### config.mk
export PLATFORM = sky130hd
export DESIGN_NAME = ganesha_scan_ctrl
export DESIGN_NICKNAME = d
export VERILOG_FILES = /design/src/rtl/ganesha_scan_ctrl.sv
export SDC_FILE = /design/constraint.sdc
export NUM_CORES = 1
export LEC_CHECK = 0
export BUFFER_PORTS_ARGS = -buffer_cell sky130_fd_sc_hd__buf_4
export CAP_MARGIN = 20
export CELL_PAD_IN_SITES_DETAIL_PLACEMENT = 0
export CELL_PAD_IN_SITES_GLOBAL_PLACEMENT = 1
export CORE_MARGIN = 4
export CORE_UTILIZATION = 39
export CTS_BUF_LIST = sky130_fd_sc_hd__clkbuf_16
export DETAILED_ROUTE_END_ITERATION = 8
export PLACE_DENSITY = 0.75
export SYNTH_ARGS = -nofsm -noshare
export SYNTH_HDL_FRONTEND = slang
export SYNTH_SLANG_ARGS = --single-unit
### constraint.sdc
create_clock -name clk -period 2.92 [get_ports clk]
set_clock_uncertainty 0.15 [all_clocks]
set_input_delay 0.438 -clock clk [delete_from_list [all_inputs] [get_ports clk]]
set_output_delay 0.438 -clock clk [all_outputs]
set_load 0.01 [all_outputs]
### src/rtl/ganesha_scan_ctrl.sv
// ganesha_scan_ctrl
// Raster-scan controller for the 32-row x 64-bit Ganesha bitmap ROM.
// Fetches rows 0..ROWS-1, absorbs the ROM's one-cycle read latency and
// serialises each row into a 1-bit pixel stream with a valid/ready handshake.
// Optional build macro: GANESHA_SCAN_MIRROR_EN selects LSB-first pixel order
// (horizontal mirror); without it pixels leave MSB first.
// Every output is a flop loaded from the next-state decode, so nothing on the
// output side depends combinationally on start, abort or pix_ready.
module ganesha_scan_ctrl #(
  parameter int ROWS   = 32,
  parameter int COLS   = 64,
  parameter int ADDR_W = 5
) (
  input  logic              clk,
  input  logic              rst,
  input  logic              start,
  input  logic              abort,
  output logic              busy,
  output logic              done,
  output logic              rom_en,
  output logic [ADDR_W-1:0] rom_addr,
  input  logic [COLS-1:0]   rom_data,
  output logic              pix_valid,
  input  logic              pix_ready,
  output logic              pix_data,
  output logic [5:0]        pix_x,
  output logic [ADDR_W-1:0] pix_y,
  output logic              line_end,
  output logic              frame_end
);

  localparam logic [5:0]        LAST_COL = 6'(COLS - 1);
  localparam logic [ADDR_W-1:0] LAST_ROW = ADDR_W'(ROWS - 1);
  localparam logic [ADDR_W-1:0] ROW_ZERO = ADDR_W'(0);
  localparam logic [ADDR_W-1:0] ROW_ONE  = ADDR_W'(1);

  typedef enum logic [2:0] {
    IDLE  = 3'd0,
    FETCH = 3'd1,
    WAIT  = 3'd2,
    SHIFT = 3'd3,
    DONE  = 3'd4
  } state_t;

  state_t              state_q;
  state_t              state_d;
  logic [ADDR_W-1:0]   row_q;
  logic [ADDR_W-1:0]   row_d;
  logic [5:0]          col_q;
  logic [5:0]          col_d;
  logic [COLS-1:0]     line_q;
  logic [COLS-1:0]     line_d;

  logic                xfer;
  logic                last_col;
  logic                last_row;

  logic                busy_d;
  logic                done_d;
  logic                rom_en_d;
  logic                pix_valid_d;
  logic                pix_data_d;
  logic                line_end_d;
  logic                frame_end_d;

  // Select the pixel of a line for a given column in the configured order.
  function automatic logic pick_pixel(input logic [COLS-1:0] line, input logic [5:0] col);
    logic [5:0] idx;
`ifdef GANESHA_SCAN_MIRROR_EN
    idx = col;
`else
    idx = LAST_COL - col;
`endif
    return line[idx];
  endfunction

  assign xfer     = (state_q == SHIFT) && pix_ready;
  assign last_col = (col_q == LAST_COL);
  assign last_row = (row_q == LAST_ROW);

  // Next-state decode; abort wins over start and over a simultaneous transfer.
  always_comb begin
    state_d = state_q;
    if (abort) begin
      state_d = IDLE;
    end else begin
      case (state_q)
        IDLE: begin
          if (start) begin
            state_d = FETCH;
          end else begin
            state_d = IDLE;
          end
        end
        FETCH: state_d = WAIT;
        WAIT:  state_d = SHIFT;
        SHIFT: begin
          if (xfer && last_col) begin
            if (last_row) begin
              state_d = DONE;
            end else begin
              state_d = FETCH;
            end
          end else begin
            state_d = SHIFT;
          end
        end
        DONE:    state_d = IDLE;
        default: state_d = IDLE;
      endcase
    end
  end

  // Next values of the row/column counters and the line register.
  always_comb begin
    row_d  = row_q;
    col_d  = col_q;
    line_d = line_q;
    if (abort) begin
      row_d = ROW_ZERO;
      col_d = 6'd0;
    end else begin
      case (state_q)
        IDLE: begin
          if (start) begin
            row_d = ROW_ZERO;
            col_d = 6'd0;
          end else begin
            row_d = row_q;
          end
        end
        WAIT: begin
          // ROM data for the row fetched last cycle is valid now.
          line_d = rom_data;
          col_d  = 6'd0;
        end
        SHIFT: begin
          if (xfer) begin
            if (last_col) begin
              col_d = 6'd0;
              if (last_row) begin
                row_d = row_q;
              end else begin
                row_d = row_q + ROW_ONE;
              end
            end else begin
              col_d = col_q + 6'd1;
            end
          end else begin
            col_d = col_q;
          end
        end
        DONE: begin
          // Row counter wraps back to zero on the return to IDLE.
          row_d = ROW_ZERO;
          col_d = 6'd0;
        end
        default: begin
          row_d = row_q;
          col_d = col_q;
        end
      endcase
    end
  end

  // Output values as they will appear once the next state is registered.
  always_comb begin
    busy_d      = (state_d != IDLE);
    done_d      = (state_d == DONE);
    rom_en_d    = (state_d == FETCH);
    pix_valid_d = (state_d == SHIFT);
    if (pix_valid_d) begin
      pix_data_d  = pick_pixel(line_d, col_d);
      line_end_d  = (col_d == LAST_COL);
      frame_end_d = (col_d == LAST_COL) && (row_d == LAST_ROW);
    end else begin
      pix_data_d  = 1'b0;
      line_end_d  = 1'b0;
      frame_end_d = 1'b0;
    end
  end

  // FSM state register.
  always_ff @(posedge clk or posedge rst) begin
    if (rst) begin
      state_q <= IDLE;
    end else begin
      state_q <= state_d;
    end
  end

  // Row/column counters and the line register holding the row being shifted.
  always_ff @(posedge clk or posedge rst) begin
    if (rst) begin
      row_q  <= ROW_ZERO;
      col_q  <= 6'd0;
      line_q <= {COLS{1'b0}};
    end else begin
      row_q  <= row_d;
      col_q  <= col_d;
      line_q <= line_d;
    end
  end

  // Registered outputs; rom_addr and pix_y track the row counter.
  always_ff @(posedge clk or posedge rst) begin
    if (rst) begin
      busy      <= 1'b0;
      done      <= 1'b0;
      rom_en    <= 1'b0;
      rom_addr  <= ROW_ZERO;
      pix_valid <= 1'b0;
      pix_data  <= 1'b0;
      pix_x     <= 6'd0;
      pix_y     <= ROW_ZERO;
      line_end  <= 1'b0;
      frame_end <= 1'b0;
    end else begin
      busy      <= busy_d;
      done      <= done_d;
      rom_en    <= rom_en_d;
      rom_addr  <= row_d;
      pix_valid <= pix_valid_d;
      pix_data  <= pix_data_d;
      pix_x     <= col_d;
      pix_y     <= row_d;
      line_end  <= line_end_d;
      frame_end <= frame_end_d;
    end
  end

endmodule

### Yosys cells after proc, flatten, opt, wreduce, memory -nomap -nowiden

Cells that the tools add are included.
Widths: inputs -> output; s select.

| word-level totals | value |
|---|---|
| flip-flop bits (word level) | 85 |
| output and inout port bits | 23 |

| operators by class | value |
|---|---|
| add/sub/neg operators | 3 |
| $lt $le $gt $ge | 1 |
| equal/unequal tests | 11 |
| muxes and demuxes | 23 |
| reductions and logical operators | 6 |

Operator list:

| kind | number |
|---|---|
| $mux 64 | 2 |
| $mux 5 | 5 |
| $mux 6 | 4 |
| $pmux 6 s3 | 1 |
| $pmux 5 s3 | 1 |
| $eq 6x6->1 const B | 2 |
| $pmux 3 s4 | 1 |
| $eq 5x5->1 const B | 2 |
| $eq 3x2->1 const B | 3 |
| $mux 3 | 3 |
| $lt 6x7->1 const B | 1 |
| $add 6x1->6 const B | 1 |
| $bmux 1 s6 | 1 |
| $eq 3x1->1 const B | 2 |
| $eq 3x3->1 const B | 2 |
| $sub 6x6->6 const A | 1 |
| $add 5x1->5 const B | 1 |
| $mux 1 | 5 |
| $logic_and 1x1->1 | 3 |
| $logic_not 3->1 | 1 |
| $reduce_bool 3->1 | 1 |
| $reduce_or 2->1 | 1 |

### Longest topological paths before layout

| logic depth | value |
|---|---|
| depth after elaboration | 9 |
| gate-level depth with buffers | 12 |

### Least setup slack after synthesis

Ideal clock, no wire load.

| timing | value |
|---|---|
| path kind | register to register |
| from | reg, netlist name pix_x[0] |
| to | reg pix_data |
| data arrival time | 2.673 ns |
| data required time | 2.697 ns |
| slack | 0.024 ns |
| cell stages (with the launch flop) | 12 |
| buffers on the path | 1 |
| clock period less this slack | 2.896 ns |
| cells stage by stage | dfrtp_1 -> ha_1 -> and2_1 -> a211oi_2 -> o21bai_4 -> inv_2 -> buf_6 -> nor3_1 -> a2111o_1 -> o2111a_1 -> or4_4 -> a2bb2oi_2 |

RTL lines:

| item | RTL line | source |
|---|---|---|
| end signal, assigned | 224 | `pix_data <= pix_data_d;` |
| end, declared | 25 | `output logic pix_data,` |

### Worst setup path in the final report

| timing | value |
|---|---|
| from | reg state_q[1] |
| to | reg pix_data |

| on the way | value |
|---|---|
| longest elaborated chain between the ends | 9 |

RTL lines:

| item | RTL line | source |
|---|---|---|
| start, declared | 45 | `state_t state_q;` |
| start signal, assigned | 188 | `state_q <= state_d;` |
| $eq 3x2->1 | 77, 87, 123 |  |
| $logic_and 1x1->1 | 77 | `assign xfer = (state_q == SHIFT) && pix_ready;` |
| $mux 6 | 138 | `if (xfer) begin` |
| $pmux 6 s3 | 123 | `case (state_q)` |
| $mux 6 | 119 | `if (abort) begin` |
| $sub 6x6->6 | 72 | `idx = LAST_COL - col;` |
| $bmux 1 s6 | 74 | `return line[idx];` |
| $mux 1 (implied by the code) | 74 |  |
| $mux 1 * | 172 | `if (pix_valid_d) begin` |
| net pix_data_d | 62 | `logic pix_data_d;` |

The timed path passes the listed nets; every way through them passes the cells marked *. The select of a mux whose other input is x is not followed.

==> qor.csv <==
stage,metric,value,unit
global_routing,first_global_vias,3434,
sta,rsz0062_at_grt,true,
global_routing,use_met2,0.271,
finish,final_cell_mix,"129 x buf_4, 83 x dfrtp_1, 65 x mux2_2",
global_routing,grt_use_met1,0.252,
synth,ys_types,60,
sta,hold_viol,0,
pwr,power_density,632,nW/um^2
synth,synth_area,4270,sq um
min_path,hold_path_class,in2async,
pwr,total_power,3610,uW
sta,max_clock_freq,0.351,GHz
synth,ys_warn_count,0,
pwr,ir_drop,0.288,mV
synth,ys_ff_latch,85,
finish,syn_to_final_growth,33.7,%
drt,drc_errors,0,
global_routing,antenna_found_initial,0,
worst_setup_path,cp-end-kind,register,
clock_tree,htreeDepth,3,
synth,synth_nets,430,
finish,final_common_cell,buf_4,
worst_setup_path,path_max_fanout,8,
clock_tree,cts.path.max_buffers,2,
worst_setup_path,cp-start-kind,register,
die,rows,37,
status,outcome,completed,
global_routing,grt_max_degree,48,
global_routing,grt_use_total,0.178,
drt,routed_wl,11200,um
clock_tree,hold_buffers,0,
synth,syn_avg_cell_area,11.9,sq um
die,die_x,113,um
run,drv_cap,0,
placed_design,io_buffers,91,
placed_design,globalplace.congestion,0.882,
global_routing,busiest_layer,met2,
synth,async_reset_ff_frac,1.00,
drt,viasPerCell,5.44,
finish,n_fill_cell,902,
die,floorplan.initialDensity,0.406,
sta,slew_viol_final,0,
drt,drt_iter0_drc,176,
synth,ys.flop_type,dfrtp_1,
die,dieHeight,113,um
die,die-area,12700,sq um
clock_tree,clkTransAtPathRegs,0.06,ns
drt,post_drt_wl_per_cell,18.1,um
worst_setup_path,cp_data_required_time,3.04,ns
sta,worst_slew_pin_slew,0.702,ns
worst_setup_path,arrival,2.96,ns
synth,ys_seq_area_frac,0.498,
placed_design,dp_slack,-0.0852,ns
clock_tree,cts_made_buffers,9,
sta,fin_ws,0.0734,ns
global_routing,grt_overflow,0,
finish,nets,547,
sta,final.min_clock_period,2.85,ns
die,core,10500,sq um
drt,ant_nets,0,
finish,drive_above_1_share,0.493,
drt,first_pass_iters,4,
global_routing,grt_util_met3,0.0388,
synth,syn_inst,359,
sta,slew-limit-headroom,0.531,
clock_tree,cts.sinks,85,
pwr,power.leakage,0.00254,uW
die,ioPinCount,92,
placed_design,place_hpwl,8380,um
finish,antenna_cells,0,
global_routing,grt_first_pass_wirelength,18000,um
worst_setup_path,path_class,reg2reg,
clock_tree,clk_latency,0.34,ns
clock_tree,cts_tree,yes,
synth,synth-edff-count,0,
clock_tree,cts-root-buf,clkbuf_16,
drt,via_count,3354,
sta,fin_crit_sh,0.975,
sta,setup_violations,0,
## through the flow
stage / hold slack (ns) / util / TNS (ns) / instance area, sq um / std cells
2_1_floorplan: 0.312 / - / 0 / 4270 / 359
3_3_place_gp: 0.330 / 0.505 / 0 / 5310 / 600
3_5_place_dp: 0.333 / 0.505 / -0.137 / 5310 / 600
4_1_cts: 0.0561 / 0.538 / -0.0224 / 5650 / 616
5_1_grt: 0.0891 / 0.543 / -0.0274 / 5710 / 617
6_report: 0.0359 / 0.543 / 0 / 5710 / 617
## per-layer routing
| metal | wire length (um) | vias up | share of wire |
|---|---|---|---|
| li1 | - | 1570 | - |
| met1 | 5160 | 1647 | 0.46 |
| met2 | 5180 | 120 | 0.46 |
| met3 | 663 | 17 | 0.059 |
| met4 | 178 | 0 | 0.016 |
| met5 | 0 | - | 0 |
## critical path, cell delays in order (launching register included)
cell and delay [ns]:
dfrtp_2 0.46, mux2_4 0.34, a2111oi_1 0.36, or3_1 0.26
buf_4 0.17, inv_1 0.10, or3_1 0.40, a31oi_2 0.24
o211ai_1 0.16, a2bb2oi_2 0.14
## flip-flops by register name (all words and copies together), names as in the netlist
signal / cells
state_q: 3
done: 1
pix_data: 1
line_q: 64
pix_y: 5
line_end: 1
frame_end: 1
busy: 1
rom_en: 1
pix_x: 6
pix_valid: 1
## power by group
part           internal [uW]  switching, uW  leakage, uW  total (uW)
logic                    408            327      0.00132         735
registers               1470           84.4      0.00105        1550
clock network            840            479     0.000168        1320
## cell usage after synthesis, types with 4 or more instances
| master | number | share of area |
|---|---|---|
| clkbuf_1 | 6 | 0.0053 |
| nor2_1 | 14 | 0.012 |
| o21ai_0 | 8 | 0.0094 |
| nor4_1 | 4 | 0.0059 |
| mux2i_1 | 17 | 0.040 |
| mux2_2 | 65 | 0.17 |
| inv_1 | 8 | 0.0070 |
| buf_2 | 9 | 0.011 |
| and2_1 | 7 | 0.010 |
| a211oi_1 | 5 | 0.0088 |
| o211ai_1 | 7 | 0.012 |
| nand4_1 | 5 | 0.0073 |
| buf_4 | 7 | 0.012 |
| a21oi_1 | 4 | 0.0047 |
| nand3_1 | 6 | 0.0070 |
| a31oi_1 | 5 | 0.0073 |
| a2111oi_0 | 5 | 0.010 |
| or3_1 | 7 | 0.010 |
| nand2_1 | 19 | 0.017 |
| dfrtp_1 | 85 | 0.50 |
| nor3_1 | 9 | 0.011 |
## timing repair
action	CTS	global route
endpoints found under the setup margin	2	2
pin swaps	0	7
setup buffers	0	1
gates cloned	0	0
resized for setup	3	16
## layout make-up
| cell class | instances | area, sq um | area share |
|---|---|---|---|
| clock buffers | 9 | 225 | 0.0394 |
| multi-input cells | 239 | 2000 | 0.350 |
| flip-flops and latches | 85 | 2130 | 0.373 |
| inverters | 9 | 37.5 | 0.00657 |
| clock inverters | 7 | 120 | 0.0210 |
| well taps | 136 | 170 | 0.0298 |
| repair buffers | 132 | 1030 | 0.180 |
## path summary, 6_finish.rpt
kind / cells after the start / slack [ns] / startpoint / endpoint
min in group clk: 2 / 0.18 / rom_data[16] / line_q[16]
max reg2reg: 9 / 0.07 / state_q[1] / pix_data
min reg2reg: 1 / 0.35 / line_q[7] / line_q[7]
max: 9 / 0.07 / state_q[1] / pix_data
max in group asynchronous: 3 / 1.89 / rst / line_q[55]
min: 2 / 0.04 / rst / rom_en
## kinds of logic after synthesis
group           after synthesis  share of synthesized area
xor+xnor                      1                    0.00205
mux                          83                      0.215
flops                        85                      0.498
buf+inv                      35                     0.0448
compound gates               62                      0.116
fa+ha+maj                     2                    0.00586
simple gates                 91                      0.118
Power figures use the tool's default switching activity.
